$ cat src/rtl/rsa_pkg.sv
// -----------------------------------------------------------------------------
// rsa_pkg
//
// Shared definitions for the RSA decryption control path:
//   - default widths of the multiplier datapath, modulus and exponent
//   - the operation code driven to the shared Montgomery multiplier
//   - the state enumeration of the square-and-multiply sequencer
// -----------------------------------------------------------------------------
package rsa_pkg;

  localparam int DEF_DATA_WIDTH  = 32;
  localparam int DEF_DATA_LENGTH = 1024;
  localparam int DEF_EXP_WIDTH   = 1024;

  // Operation for one Montgomery multiply (operand pair and destination).
  typedef enum logic [1:0] {
    OP_TOMONT = 2'd0,  // XM  <- C   * T   (ciphertext into Montgomery domain)
    OP_SQR    = 2'd1,  // ACC <- ACC * ACC
    OP_MUL    = 2'd2,  // ACC <- ACC * XM
    OP_FROM   = 2'd3   // ACC <- ACC * 1   (leave Montgomery domain)
  } mm_op_e;

  typedef enum logic [3:0] {
    ST_IDLE,
    ST_PRE,
    ST_PRE_W,
    ST_TOMONT,
    ST_TOMONT_W,
    ST_SCAN,
    ST_SQR,
    ST_SQR_W,
    ST_MUL,
    ST_MUL_W,
    ST_NEXT,
    ST_FROM,
    ST_FROM_W
  } state_e;

endpackage

$ cat src/rtl/modexp_sequencer.sv
// -----------------------------------------------------------------------------
// modexp_sequencer
//
// Controller for the RSA decryption datapath. Computes M = C^d mod n by
// left-to-right square-and-multiply in the Montgomery domain. It launches the
// precomputation unit once, converts C into the Montgomery domain, preloads
// the accumulator with R mod n, walks the exponent MSB first and finally
// converts the accumulator back out. All 1024-bit operands live in the
// multiplier wrapper; this block only holds the exponent and a bit index.
//
// Ports:
//   clk         in   clock, all logic on the rising edge
//   rst         in   synchronous, active-high reset
//   start       in   begin a decryption (sampled only while idle)
//   d           in   private exponent, captured when start is accepted
//   pre_start   out  one-cycle pulse launching the precomputation unit
//   pre_done    in   precomputation complete (pulse or level)
//   acc_load_r  out  one-cycle pulse: ACC <- R mod n
//   mm_start    out  one-cycle pulse launching one Montgomery multiply
//   mm_op       out  operation of the launched multiply, held until mm_done
//   mm_done     in   one-cycle pulse: multiply result written
//   busy        out  high from accepted start until done
//   done        out  one-cycle pulse: ACC holds the plaintext
// -----------------------------------------------------------------------------
module modexp_sequencer
  import rsa_pkg::*;
#(
  parameter int DATA_WIDTH  = DEF_DATA_WIDTH,
  parameter int DATA_LENGTH = DEF_DATA_LENGTH,
  parameter int EXP_WIDTH   = DEF_EXP_WIDTH
) (
  input  logic                 clk,
  input  logic                 rst,
  input  logic                 start,
  input  logic [EXP_WIDTH-1:0] d,
  output logic                 pre_start,
  input  logic                 pre_done,
  output logic                 acc_load_r,
  output logic                 mm_start,
  output logic [1:0]           mm_op,
  input  logic                 mm_done,
  output logic                 busy,
  output logic                 done
);

  localparam int IDX_W = (EXP_WIDTH > 1) ? $clog2(EXP_WIDTH) : 1;
  localparam logic [IDX_W-1:0] IDX_TOP = IDX_W'(EXP_WIDTH - 1);

  // The datapath widths only matter to the multiplier wrapper; an illegal
  // pairing is left as an empty, named scope so it stands out in elaboration.
  if (DATA_WIDTH < 1 || DATA_LENGTH < DATA_WIDTH) begin : g_bad_datapath_cfg
  end

  state_e                 state_q;
  logic [IDX_W-1:0]       idx_q;
  logic [EXP_WIDTH-1:0]   d_q;
  logic                   pre_start_q;
  logic                   acc_load_r_q;
  logic                   mm_start_q;
  mm_op_e                 mm_op_q;
  logic                   busy_q;
  logic                   done_q;

  logic                   cur_bit;
  logic                   idx_at_zero;

  assign cur_bit     = d_q[idx_q];
  assign idx_at_zero = (idx_q == '0);

  // ---------------------------------------------------------------------------
  // Sequencer. All outputs are registered, so every pulse appears in the
  // first cycle of the state named after it (e.g. mm_start is high while the
  // FSM sits in ST_SQR). A mm_done seen in that launch cycle is therefore
  // ignored simply because only the *_W states look at it.
  // ---------------------------------------------------------------------------
  // NOTE: state updates use non-blocking assignments so every branch reads
  // the pre-edge values of idx_q/d_q; a blocking idx decrement would make
  // the bit test in the same branch see the new index.
  always_ff @(posedge clk) begin
    if (rst) begin
      state_q      <= ST_IDLE;
      idx_q        <= '0;
      d_q          <= '0;
      pre_start_q  <= 1'b0;
      acc_load_r_q <= 1'b0;
      mm_start_q   <= 1'b0;
      mm_op_q      <= OP_TOMONT;
      busy_q       <= 1'b0;
      done_q       <= 1'b0;
    end else begin
      // Pulses default low; only the transition that launches them sets them.
      pre_start_q  <= 1'b0;
      acc_load_r_q <= 1'b0;
      mm_start_q   <= 1'b0;
      done_q       <= 1'b0;

      case (state_q)
        ST_IDLE: begin
          if (start) begin
            d_q         <= d;
            idx_q       <= IDX_TOP;
            busy_q      <= 1'b1;
            pre_start_q <= 1'b1;
            state_q     <= ST_PRE;
          end
        end

        ST_PRE: state_q <= ST_PRE_W;

        ST_PRE_W: begin
          if (pre_done) begin
            mm_start_q <= 1'b1;
            mm_op_q    <= OP_TOMONT;
            state_q    <= ST_TOMONT;
          end
        end

        ST_TOMONT: state_q <= ST_TOMONT_W;

        ST_TOMONT_W: begin
          if (mm_done) begin
            acc_load_r_q <= 1'b1;
            state_q      <= ST_SCAN;
          end
        end

        // Leading zeros of d cost one cycle each and no multiplies: squaring
        // the Montgomery form of 1 would leave ACC unchanged anyway.
        ST_SCAN: begin
          if (cur_bit) begin
            mm_start_q <= 1'b1;
            mm_op_q    <= OP_SQR;
            state_q    <= ST_SQR;
          end else if (idx_at_zero) begin
            mm_start_q <= 1'b1;
            mm_op_q    <= OP_FROM;
            state_q    <= ST_FROM;
          end else begin
            idx_q <= idx_q - 1'b1;
          end
        end

        ST_SQR: state_q <= ST_SQR_W;

        ST_SQR_W: begin
          if (mm_done) begin
            if (cur_bit) begin
              mm_start_q <= 1'b1;
              mm_op_q    <= OP_MUL;
              state_q    <= ST_MUL;
            end else begin
              state_q <= ST_NEXT;
            end
          end
        end

        ST_MUL: state_q <= ST_MUL_W;

        ST_MUL_W: begin
          if (mm_done) state_q <= ST_NEXT;
        end

        // idx only moves down from here when there is another bit to do, so
        // it stops at 0 instead of wrapping to the top of the exponent.
        ST_NEXT: begin
          mm_start_q <= 1'b1;
          if (idx_at_zero) begin
            mm_op_q <= OP_FROM;
            state_q <= ST_FROM;
          end else begin
            idx_q   <= idx_q - 1'b1;
            mm_op_q <= OP_SQR;
            state_q <= ST_SQR;
          end
        end

        ST_FROM: state_q <= ST_FROM_W;

        ST_FROM_W: begin
          if (mm_done) begin
            done_q  <= 1'b1;
            busy_q  <= 1'b0;
            state_q <= ST_IDLE;
          end
        end

        default: state_q <= ST_IDLE;
      endcase
    end
  end

  assign pre_start  = pre_start_q;
  assign acc_load_r = acc_load_r_q;
  assign mm_start   = mm_start_q;
  assign mm_op      = mm_op_q;
  assign busy       = busy_q;
  assign done       = done_q;

endmodule

$ cat config.mk
export PLATFORM = sky130hd
export DESIGN_NAME = modexp_sequencer
export DESIGN_NICKNAME = d
export VERILOG_FILES = /design/src/rtl/rsa_pkg.sv /design/src/rtl/modexp_sequencer.sv
export SDC_FILE = /design/constraint.sdc
export NUM_CORES = 2
export LEC_CHECK = 0
export BUFFER_PORTS_ARGS = -buffer_cell sky130_fd_sc_hd__buf_2
export CAP_MARGIN = 20
export CELL_PAD_IN_SITES_DETAIL_PLACEMENT = 1
export CELL_PAD_IN_SITES_GLOBAL_PLACEMENT = 2
export CORE_AREA = 2 2 407 409
export CTS_CLUSTER_DIAMETER = 60
export DETAILED_ROUTE_END_ITERATION = 7
export DIE_AREA = 0 0 409 411
export HOLD_SLACK_MARGIN = 0.15
export PLACE_DENSITY = 0.83
export SKIP_CTS_REPAIR_TIMING = 1
export SYNTH_ARGS = -nofsm -noshare
export SYNTH_HDL_FRONTEND = slang
export SYNTH_SLANG_ARGS = --single-unit
$ cat constraint.sdc
create_clock -name clk -period 3.4 [get_ports clk]
set_input_delay 0.68 -clock clk [delete_from_list [all_inputs] [get_ports clk]]
set_output_delay 0.68 -clock clk [all_outputs]
set_load 0.05 [all_outputs]
# Yosys cells after proc, flatten, opt, wreduce, memory -nomap -nowiden
# Index checks and enable logic that the tools add are counted.
dict set report word_totals {
  ff_bits 1045
  output_inout_bits 7
  inputBits 1029
  elab_cells 83
}
dict set report classes {
  bitwise 3
  n_addsub 1
  n_mux 35
  eq_ne 21
  order_cmp 1
  n_reduce_logical 13
}
# cell n
set op_table {}
lappend op_table {{$pmux 4 s13} 1}
lappend op_table {{$mux 4} 9}
lappend op_table {{$mux 10} 3}
lappend op_table {{$pmux 10 s3} 1}
lappend op_table {{$eq 4x4->1 const B} 5}
lappend op_table {{$eq 4x3->1 const B} 4}
lappend op_table {{$ne 2x2->1 const B} 8}
lappend op_table {{$mux 2} 7}
lappend op_table {{$lt 10x11->1 const B} 1}
lappend op_table {{$bmux 1 s10} 1}
lappend op_table {{$logic_not 10->1} 1}
lappend op_table {{$mux 1} 10}
lappend op_table {{$sub 10x1->10 const B} 1}
lappend op_table {{$eq 4x2->1 const B} 2}
lappend op_table {{$pmux 2 s4} 1}
lappend op_table {{$reduce_and 7->1} 1}
lappend op_table {{$reduce_and 3->1} 2}
lappend op_table {{$reduce_or 2->1} 3}
lappend op_table {{$reduce_and 5->1} 1}
lappend op_table {{$eq 4x1->1 const B} 1}
lappend op_table {{$logic_not 4->1} 1}
lappend op_table {{$pmux 1 s4} 1}
lappend op_table {{$reduce_bool 4->1} 1}
lappend op_table {{$ne 3x3->1 const B} 1}
lappend op_table {{5 further kinds} 7}

# Longest topological paths before layout
dict set report depth {
  word_depth 5
  mapped_depth 16
  mapped_depth_nobuf 11
}

# Least setup slack after synthesis
# OpenSTA, ideal clock, no wires.
dict set report synth_path {
  path_type {flip-flop to flip-flop}
  from {register idx_q[0]}
  to {register mm_op_q[1], in the netlist mm_op[1]}
  period_less_slack_ns 3.138
  required_time_ns 3.284
  t_arrival_ns 3.022
  setup_slack_ns 0.262
  setup_time_ns 0.116
  path_buffers 4
  path_stages_with_launch 15
  path_cell_list {dfxtp_1 -> buf_6 -> buf_6 -> buf_6 -> buf_4 -> mux2_2 -> a221oi_1 -> a22oi_1 -> o211ai_1 -> nand4_1 -> a31oi_1 -> o32ai_4 -> a221oi_4 -> nor2_1 -> o211a_1}
}
dict set report synth_between {
  elab_chain_len 4
  elab_cells_between_ends 9
  cone_classes {eq/ne: 2; mux: 5; reduce/logical: 2}
}
# element line
set synth_rtl {}
lappend synth_rtl {{from (decl)} modexp_sequencer.sv:55} ;# logic [IDX_W-1:0] idx_q;
lappend synth_rtl {{from (signal assigned)} modexp_sequencer.sv:139} ;# idx_q <= idx_q - 1'b1;
lappend synth_rtl {{from (signal assigned)} modexp_sequencer.sv:171} ;# idx_q <= idx_q - 1'b1;
lappend synth_rtl {{$bmux 1 s10} modexp_sequencer.sv:67} ;# assign cur_bit = d_q[idx_q];
lappend synth_rtl {{$mux 1 (implied by the code)} modexp_sequencer.sv:67}
lappend synth_rtl {{$ne 3x3->1 (no line) (tied with other cells)} n/a}
lappend synth_rtl {{$reduce_and 5->1 (no line) / $pmux 2 s4 (equally long branches)} n/a}
lappend synth_rtl {{to (signal assigned)} modexp_sequencer.sv:87} ;# mm_op_q <= OP_TOMONT;
lappend synth_rtl {{to (signal assigned)} modexp_sequencer.sv:113} ;# mm_op_q <= OP_TOMONT;
lappend synth_rtl {{to (signal assigned)} modexp_sequencer.sv:132} ;# mm_op_q <= OP_SQR;
lappend synth_rtl {{to (decl)} modexp_sequencer.sv:60} ;# mm_op_e mm_op_q;
# Parallel ways exist; a longest one is shown, timed or not. The select of a mux whose other input is x is not followed.
# A chain may end at the register's enable or synchronous reset.

# Worst setup path after layout
dict set report layout_path {
  from {register idx_q[0]}
  to {register idx_q[8]}
}
dict set report layout_between {
  elab_chain_len 4
  elab_cells_between_ends 9
  cone_classes {add/sub: 1; eq/ne: 1; mux: 5; reduce/logical: 2}
}
# element line
set layout_rtl {}
lappend layout_rtl {{$bmux 1 s10 (tied with other cells)} modexp_sequencer.sv:67}
lappend layout_rtl {{$mux 1 (implied by the code) / $mux 10 (equally long branches)} {modexp_sequencer.sv:67, modexp_sequencer.sv:134, modexp_sequencer.sv:167}}
lappend layout_rtl {{$ne 2x2->1 (no line) / $mux 10 (equally long branches)} n/a}
lappend layout_rtl {{$reduce_and 3->1 (no line) / $pmux 10 s3 (equally long branches)} n/a}
# Parallel ways exist; a longest one is shown, timed or not. The select of a mux whose other input is x is not followed.

==> impl_metrics.ini <==
[outcome]
status = complete, but fails checks
failed_checks = setup timing

[die]
initial_core_util_pct = 27.3
fp.dieH_um = 411
die-area_sq_mm = 0.168
top_level_ports = 1036
core_area_sq_mm = 0.164
die-width_um = 409
rows = 149

[hold_path]
min_from = d[741]
hold_end = d_q[741]$_SDFFE_PP0P_
holdCritPathClass = input port to flip-flop
hold_path_depth = 3

[global_routing]
antenna_found_initial = 34
grt_pass1_vias = 45500
grt_pass1_wl_um = 306000
grt_max_degree = 224
grt-ovfl-total = 0
grtUsageTotal_pct = 24.7

[yosys]
synth_compound_area_share_pct = 14.8
muxShareOfSynthArea_pct = 13.8
ys.flop_type = dfxtp_1
synth_top_area_cell = dfxtp_1
synth_adder_area_share_pct = 0.0280
synth_area_leaders = dfxtp_1, nand2_1, a21oi_1
yosysTopAreaCellShare_pct = 46.8
async_flop_share_pct = 0
ys_seq_area_share_pct = 46.8
synth_edf_count = 0
synthXorXnorAreaFrac_pct = 0.0196
syn-cell-area_sq_mm = 0.0447
yosys_register_bits = 1045
syn_inst = 5376
synth_top_family_by_area = simple AND/OR/NAND/NOR gates
synth_nets = 6406
syn_area_per_cell_sq_um = 8.32
yosysWarnings = 0
yosysUniqueCellTypes = 75
synthSimpleGateAreaFrac_pct = 20.1

[critical_path]
r2r_slack_ps = -450
arrival_ps = 4510
worstPathRequired_ps = 4060
critical_path_class = flip-flop to flip-flop
crit_path_start_kind = flip-flop
r2r-end = idx_q[8]$_SDFFE_PP0P_
end_kind = flip-flop
path_max_fanout = 8
reg2reg_from = idx_q[0]$_SDFFE_PP0P_
reg2reg_depth = 17

[sta]
rsz0062_at_grt = yes
finClkSkew_ps = 30.1
setup_viol = 17
tightestPinTransition_ps = 1120
period_needed_ps = 3850
layout_worst_path_cycle_share_pct = 113
fmax_mhz = 260
max_slew_margin_pct = 25.3
layout_setup_ws_ps = -448
finalHoldViolations = 0
drv_slew = 0

[finish]
drive_above_1_share_pct = 29.5
area_growth_pct = 32.6
layout.nets = 7495

[power]
internal-power_uw = 31200
power_frac_seq_pct = 33.5
power-per-cell-area_mw_per_mm2 = 854
pwr-share-clk_pct = 27.0
leakagePower_uw = 0.0232
p_comb_share_pct = 39.4
p_sw_uw = 19500
sw_frac_of_total_pct = 38.5
ir_drop_mv = 0.478
power_uw = 50700

[route]
viasPerCell = 5.00
routedWlPerCell_um = 24.9
drt_iter0_drc = 3325
final_antenna_net_count = 0
drc = 0
dr.pass1.iters = 7
totalWireLength_um = 218000
vias = 43900

[flow_run]
max_cap_viol_count = 0

[placement]
numPortBuffers = 1035
dpl_worst_slack_ps = -911
gp_congestion = 0.899
dp_hpwl_um = 170000

[clocking]
cts_tree = built
cts_sinks = 1045
cts_root_buf = clkbuf_16
cts_inserted_buffers = 121
clkLatencyLatePin_ps = 740
clock_path_buffers = 3
path_clk_slew_ps = 60
htreeDepth = 3
-- cell usage after synthesis (5+ instances only) --
library cell,instances
nand2_1,2121
a21oi_1,1047
dfxtp_1,1045
clkbuf_1,358
mux4_2,213
mux2i_1,86
nor2_1,47
mux2_2,44
buf_4,26
nand3_1,26
a22oi_1,25
buf_2,25
buf_6,24
nor3_1,24
o22ai_1,23
buf_1,18
a211oi_1,17
nor2b_1,16
o21ai_0,15
nand4_1,14
inv_1,9
o221ai_1,9
a221oi_1,8
a31oi_1,7
and4_1,7
a22o_1,6
and2_1,6
nand2b_1,6
o211ai_1,6
a2111oi_0,5
a311oi_1,5
nor4_1,5
or3_1,5
-- layout make-up --
class	instances	area (sq um)
antenna	11	27.5
timing repair buffer	1417	9190
clock inverter	52	643
inverter	13	48.8
tap	2189	2740
sequential	1045	20900
fill	19500	105000
multi-input combinational	3867	22200
clock buffer	174	3570
-- power groups by stage --
stage          Clock, uW  Sequential [uW]  Combinational, uW
2_1_floorplan          0            16300              11000
3_5_place_dp           0            17200              19100
5_1_grt            14400            17300              21400
3_3_place_gp           0            17100              18800
6_report           13700            17000              20000
4_1_cts            13900            17000              19200
-- metrics by stage --
stage	instances	instance area, sq um	setup TNS [ps]	hold slack, ps	utilization (%)
final	8768	59300	-6210	179	36.2
after global routing	8760	59300	-7250	150	36.2
after CTS	8696	58200	-14210	109	35.5
after detailed placement	8470	54000	-13440	444	33.0
after global placement	8470	54000	-11790	439	33.0
after floorplan	5376	44700	0	432	-
-- critical path, stage by stage, from the launching register on --
cell and delay [ps]:
dfxtp_4 490, buf_12 180, buf_12 110, buf_12 100, buf_6 100, mux2_4 300, a221oi_4 270, a22oi_1 140
o211ai_1 410, buf_4 210, nand4_1 250, a31oi_2 290, o32ai_4 150, buf_4 180, buf_6 120, nand2_8 70
mux2i_1 200, o311a_1 170
-- layout by cell type (no fill, tap or decap), drive strengths merged, types with 18 or more instances in the layout --
master	count
clkinv	24
nand3	26
mux2i	86
dlygate4sd3	22
inv	26
dfxtp	1045
nand2	2123
a21oi	1047
mux4	213
mux2	44
o22ai	23
buf	1393
nor3	26
a22oi	25
o21ai	18
nor2	48
clkbuf	176
-- registers in the layout, summed over array words and instances (netlist names) --
signal,count
busy,1
pre_start,1
mm_start,1
d_q,1024
done,1
acc_load_r,1
state_q,4
idx_q,10
mm_op,2
-- routing by layer --
metal / vias up / global-route usage [%] / routed length [um]
met4: 24 / 8.96 / 8570
li1: 20400 / - / -
met5: - / 0 / 153
met1: 21700 / 30.4 / 90000
met3: 355 / 4.17 / 11900
met2: 1353 / 43.3 / 107000
-- logic make-up after synthesis --
group | count (synthesis)
multiplexers | 343
AO/OA/AOI/OAI | 1219
buffers and inverters | 465
flip-flops | 1045
XOR/XNOR | 1
AND/OR/NAND/NOR | 2302
adder cells (fa/ha/maj) | 1
-- how the worst max path moves through the flow --
stage	cells past startpoint	from	endpoint	slack, ps
2_1_floorplan	14	idx_q[0]$_SDFFE_PP0P_	mm_op[1]$_SDFFE_PP0P_	260
5_1_grt	15	idx_q[0]$_SDFFE_PP0P_	mm_op[1]$_SDFFE_PP0P_	-530
3_5_place_dp	14	idx_q[0]$_SDFFE_PP0P_	idx_q[5]$_SDFFE_PP0P_	-910
3_3_place_gp	15	idx_q[0]$_SDFFE_PP0P_	state_q[3]$_SDFFE_PP0P_	-810
6_report	17	idx_q[0]$_SDFFE_PP0P_	idx_q[8]$_SDFFE_PP0P_	-450
4_1_cts	14	idx_q[0]$_SDFFE_PP0P_	idx_q[5]$_SDFFE_PP0P_	-980
Power figures use the tool's default switching activity.
